==> src/rtl/sdm_cic_decimator.sv <==
// sdm_cic_decimator: 4th-order CIC decimator turning 5-bit signed SDM codes into 24-bit signed PCM.
// Define SDM_DEC_SETTLE_EN to hide the first 4 partial-response outputs after reset.
module sdm_cic_decimator #(
  parameter int DEC_LOG2 = 7,
  parameter int ACC_W = 5 + 4 * DEC_LOG2
) (
  input  logic                clock,
  input  logic                rst,
  input  logic                clk_en,
  input  logic signed [4:0]   DataIn,
  output logic signed [23:0]  DataOut,
  output logic                DataValid
);
  localparam int SH = 4 * DEC_LOG2 - 19;
  logic signed [ACC_W-1:0] i1, i2, i3, i4;
  logic signed [ACC_W-1:0] c1, c2, c3, c4;
  logic signed [ACC_W-1:0] d1, d2, d3, d4;
  logic [DEC_LOG2-1:0] phase;
  logic s0, v1, v2, v3, v4;
  logic show;
`ifdef SDM_DEC_SETTLE_EN
  logic [2:0] settle;
  always_ff @(posedge clock) begin
    if (rst)
      settle <= '0;
    else if (v4 && settle != 3'd4)
      settle <= settle + 3'd1;
  end
  assign show = (settle == 3'd4);
`else
  assign show = 1'b1;
`endif
  // Integrators use pre-edge values of the previous stage; combs run on clock, gated by their valids.
  always_ff @(posedge clock) begin
    if (rst) begin
      {i1, i2, i3, i4} <= '0;
      {c1, c2, c3, c4} <= '0;
      {d1, d2, d3, d4} <= '0;
      phase <= '0;
      {s0, v1, v2, v3, v4} <= '0;
      DataOut <= '0;
      DataValid <= 1'b0;
    end else begin
      if (clk_en) begin
        i1 <= i1 + ACC_W'(DataIn);
        i2 <= i2 + i1;
        i3 <= i3 + i2;
        i4 <= i4 + i3;
        phase <= phase + 1'b1;
      end
      s0 <= clk_en && phase == '1;
      {v1, v2, v3, v4} <= {s0, v1, v2, v3};
      if (s0) begin
        c1 <= i4 - d1;
        d1 <= i4;
      end
      if (v1) begin
        c2 <= c1 - d2;
        d2 <= c1;
      end
      if (v2) begin
        c3 <= c2 - d3;
        d3 <= c2;
      end
      if (v3) begin
        c4 <= c3 - d4;
        d4 <= c3;
      end
      DataValid <= v4 && show;
      if (v4 && show)
        DataOut <= 24'(c4 >>> SH);
    end
  end
endmodule

==> config.mk <==
export PLATFORM = sky130hd
export DESIGN_NAME = sdm_cic_decimator
export DESIGN_NICKNAME = d
export VERILOG_FILES = /design/src/rtl/sdm_cic_decimator.sv
export SDC_FILE = /design/constraint.sdc
export NUM_CORES = 1
export LEC_CHECK = 0
export CAP_MARGIN = 20
export CORE_UTILIZATION = 35
export CTS_BUF_LIST = sky130_fd_sc_hd__clkbuf_16
export DETAILED_ROUTE_END_ITERATION = 8
export PLACE_DENSITY_LB_ADDON = 0.15
export SYNTH_ARGS = -nofsm -noshare
export SYNTH_HDL_FRONTEND = slang
export SYNTH_SLANG_ARGS = --single-unit
export TNS_END_PERCENT = 20
==> constraint.sdc <==
create_clock -name clock -period 3.03 [get_ports clock]
set_input_delay 0.606 -clock clock [delete_from_list [all_inputs] [get_ports clock]]
set_output_delay 0.606 -clock clock [all_outputs]
set_load 0.005 [all_outputs]
==> Yosys cells after proc, flatten, opt, wreduce, memory -nomap -nowiden <==
Index checks and enable logic that the tools add are counted.
{ "word_totals": {"register_bits": 433, "in_bits": 8, "out_inout_bits": 25, "word_cells": 31} }
{ "classes": {"add_sub_neg": 9, "n_eq_ne": 1, "n_reduce_logical": 1} }
{ "op_table": {"columns": ["op", "count"], "rows": [
  ["$sub 33x33->33", 4],
  ["$add 33x33->33", 3],
  ["$add 33x5->33", 1],
  ["$add 7x1->7 const B", 1],
  ["$eq 7x7->1 const B", 1],
  ["$logic_and 1x1->1", 1]
]} }

==> Logic depth before layout (Yosys ltp) <==
{ "depth": {"depth_word": 2, "mapped_depth": 13, "depth_no_buf": 13} }

==> Least setup slack after synthesis <==
OpenSTA, ideal clock, no wires.
{ "synth_timing": {"path_kind": "in2reg", "from": "input DataIn[0]", "to": "register i1[26]", "arrival_time_ns": 3.109, "required_time_ns": 2.902, "slack_ns": -0.206, "path_stages": 12, "n_path_buf": 0, "cell_sequence": "ha_1 -> fa_1 -> a211oi_1 -> o21bai_1 -> a31oi_1 -> o31ai_1 -> a31oi_1 -> o21ai_0 -> a221oi_1 -> xnor2_1 -> mux2i_1 -> nor2_1"} }
{ "synth_between": {"elab_chain_len": 1} }
{ "synth_rtl": {"columns": ["element", "line", "source"], "rows": [
  ["start: declaration", "10", "input logic signed [4:0] DataIn,"],
  ["$add 33x5->33", "45", "i1 <= i1 + ACC_W'(DataIn);"],
  ["end signal: assignment", "45", null],
  ["end: declaration", "15", "logic signed [ACC_W-1:0] i1, i2, i3, i4;"]
]} }
No other way between the ends.
A chain may end at the register's enable or synchronous reset.

==> Final worst setup path <==
{ "layout_timing": {"from": "register c2[0]", "to": "register c3[32]"} }
{ "layout_between": {"elab_chain_len": 1} }
{ "layout_rtl": {"columns": ["element", "line", "source"], "rows": [
  ["start: declaration", "16", "logic signed [ACC_W-1:0] c1, c2, c3, c4;"],
  ["start signal: assignment", "58", "c2 <= c1 - d2;"],
  ["$sub 33x33->33", "62", "c3 <= c2 - d3;"],
  ["end signal: assignment", "62", null],
  ["end: declaration", "16", null]
]} }
No other way between the ends.

==> results.ini <==
[global_route]
grt_remaining_overflow = 0
grt_first_pass_wirelength_um = 112000
antenna_found_initial = 0
grt_max_degree = 130
grt_usage_pct = 17.0
grt_pass1_vias = 22600

[finish]
final_cell_mix = nor2_1 (453), dfxtp_1 (402), buf_4 (323)
antenna_cells = 0
nNetsFinal = 3741
drive_gt1_share_pct = 15.4
syn_to_final_growth_pct = 22.0
instances_no_fill = 4541
final_common_cell = nor2_1

[place]
post-dp-hpwl_um = 50000
post-place-ws_ps = -773
io_buffers = 32
dp_cells = 4419
gp_congestion = 0.845

[route]
drc = 0
drt-initial-drc-count = 911
drtPass1Iterations = 5
dr_total_vias = 22800
final_antenna_net_count = 0
wl_per_cell_um = 14.8
vias_per_cell = 5.02
wirelength_um = 67200

[critical_path]
worst-path-max-fanout = 3
critical_path_class = reg -> reg
arrival_ps = 3530
path_cells = inv_1, ha_1, fa_2, nor2b_2, o31a_1, o21a_1, a221o_2, a31oi_4, o31ai_4, a21boi_2, o21ai_2, or4b_1, o311ai_1
crit_required_ps = 3550
crit_slowest_cell = or4b_1
critPathMaxStageDelay_ps = 460
ff2ff_path_depth = 13
cp-start-kind = flop
endpoint_kind = flop

[sta]
setup_viol = 0
fin_ws_ps = 23.4
fmax_mhz = 333
slew_viol_final = 0
hold_viol = 0
slew-limit-headroom_pct = 54.8
grt_setup_unrepaired = true
period_needed_ps = 3010
fin_crit_sh_pct = 99.2
timing.hold.ws_ps = 292
fin_skew_ps = 33.7
tightest_slew_ps = 678

[status]
run_status = complete, no violations

[clock_tree]
tritoncts = built
cts_made_buffers = 52
cts_buffer_depth = 3
clock_latency_ps = 620
clk_pin_slew_worst_paths_ps = 60
cts.sinks = 424
cts_htree_levels = 2
cts-root-buf = clkbuf_16

[logic_synthesis]
syn-num-nets = 3449
synth_cells = 3178
ys_seq_area_share_pct = 31.5
synth_warnings = 0
synth-edff-count = 0
avgSynthCellArea_sq_um = 8.47
syn_area_sq_mm = 0.0269
ys_seq_elements = 424
ys.flop_type = dfxtp_1
synth.distinct_cells = 79
async_reset_ff_share_pct = 0

[job]
cap_violations = 0

[floorplanning]
chipHeight_um = 279
core-area_sq_mm = 0.0759
ios = 33
die_w_um = 279
start_util_pct = 35.4
std_cell_rows = 101
fp.dieArea_sq_mm = 0.0780

[power]
p_leak_uw = 0.0141
peakVddDrop_v = 0.000434
p_per_area_mw_per_mm2 = 478

[min_path]
hold_depth = 2
hp-class = in -> reg

## cell type report
| type | count | area (sq um) |
|---|---|---|
| Clock buffer | 53 | 1330 |
| Tap cell | 1030 | 1290 |
| Inverter | 191 | 717 |
| Timing Repair Buffer | 362 | 2870 |
| Sequential cell | 424 | 8530 |
| Clock inverter | 42 | 315 |
| Multi-Input combinational cell | 2439 | 17800 |
| Fill cell | 7541 | 43100 |
## registers in the layout (all words and copies together) (netlist names)
name / count
d4: 33
phase: 7
DataValid: 1
c1: 33
v4: 1
i3: 33
DataOut: 24
c4: 24
i4: 33
s0: 1
v1: 1
i1: 33
i2: 33
v2: 1
d3: 33
c3: 33
v3: 1
c2: 33
d1: 33
d2: 33
## stage by stage
step / total power (uW) / utilization, % / TNS [ps] / instance area (sq um)
3_3_place_gp: 9590 / 40.0 / -11560 / 30400
6_report: 15700 / 43.2 / 0 / 32800
5_1_grt: 16600 / 43.2 / -699 / 32800
4_1_cts: 15800 / 42.6 / -81.0 / 32300
2_1_floorplan: 8450 / - / -34.9 / 26900
3_5_place_dp: 9660 / 40.0 / -12900 / 30400
## Yosys cell counts (29+ instances only)
library cell	n	area, sq um
clkbuf_1	100	375
o21a_1	29	218
xnor2_1	129	1130
dfxtp_1	424	8490
nor3_1	32	160
nor2b_1	33	206
ha_1	256	3200
a31oi_1	30	188
a211oi_1	54	405
nor2_1	454	1700
o21ai_0	147	736
nand3_1	49	245
inv_1	191	717
a21oi_1	226	1130
mux2i_1	297	2970
a21o_1	105	788
nand2_1	170	638
o21bai_1	47	353
xor2_1	88	771
## logic make-up after synthesis
| logic type | count (synthesis) | synth area share [%] |
|---|---|---|
| AND/OR/NAND/NOR | 866 | 14.2 |
| AO/OA/AOI/OAI | 794 | 19.2 |
| flip-flops | 424 | 31.5 |
| buffers and inverters | 315 | 4.48 |
| multiplexers | 299 | 11.1 |
| adder cells (fa/ha/maj) | 263 | 12.4 |
| XOR/XNOR | 217 | 7.06 |
## worst max-delay path: cells and delay by family (launching register included)
family | cells | cell delay [ps]
compound gates | 8 | 1600
simple gates | 2 | 510
fa+ha+maj | 2 | 410
flops | 1 | 310
buf+inv | 1 | 50
## final timing paths
kind / slack, ps / startpoint / to
min reg2reg: 470 / c4[26] / c4[26]
max reg2reg: 20 / c2[0] / c3[32]
min: 290 / rst / d3[28]
max: 20 / c2[0] / c3[32]
## report_power, final
part | switching, uW | total (uW) | internal [uW]
clock | 2490 | 5980 | 3490
sequential | 259 | 6060 | 5800
combinational | 1900 | 3670 | 1770
## layer usage
metal / track usage (%) / vias up / share of wire, %
met5: 0 / - / 0
met4: 4.86 / 0 / 2.4
met3: 2.06 / 105 / 2.3
met2: 30.1 / 214 / 48
met1: 21.5 / 10600 / 47
li1: - / 11900 / -
## repair_timing
action	in CTS	in global routing
pin swaps	30	65
setup endpoints to repair	40	64
hold buffers	0	0
resized for setup	62	95
buffers inserted	13	14
No activity file was read; power rests on OpenSTA's default activity.
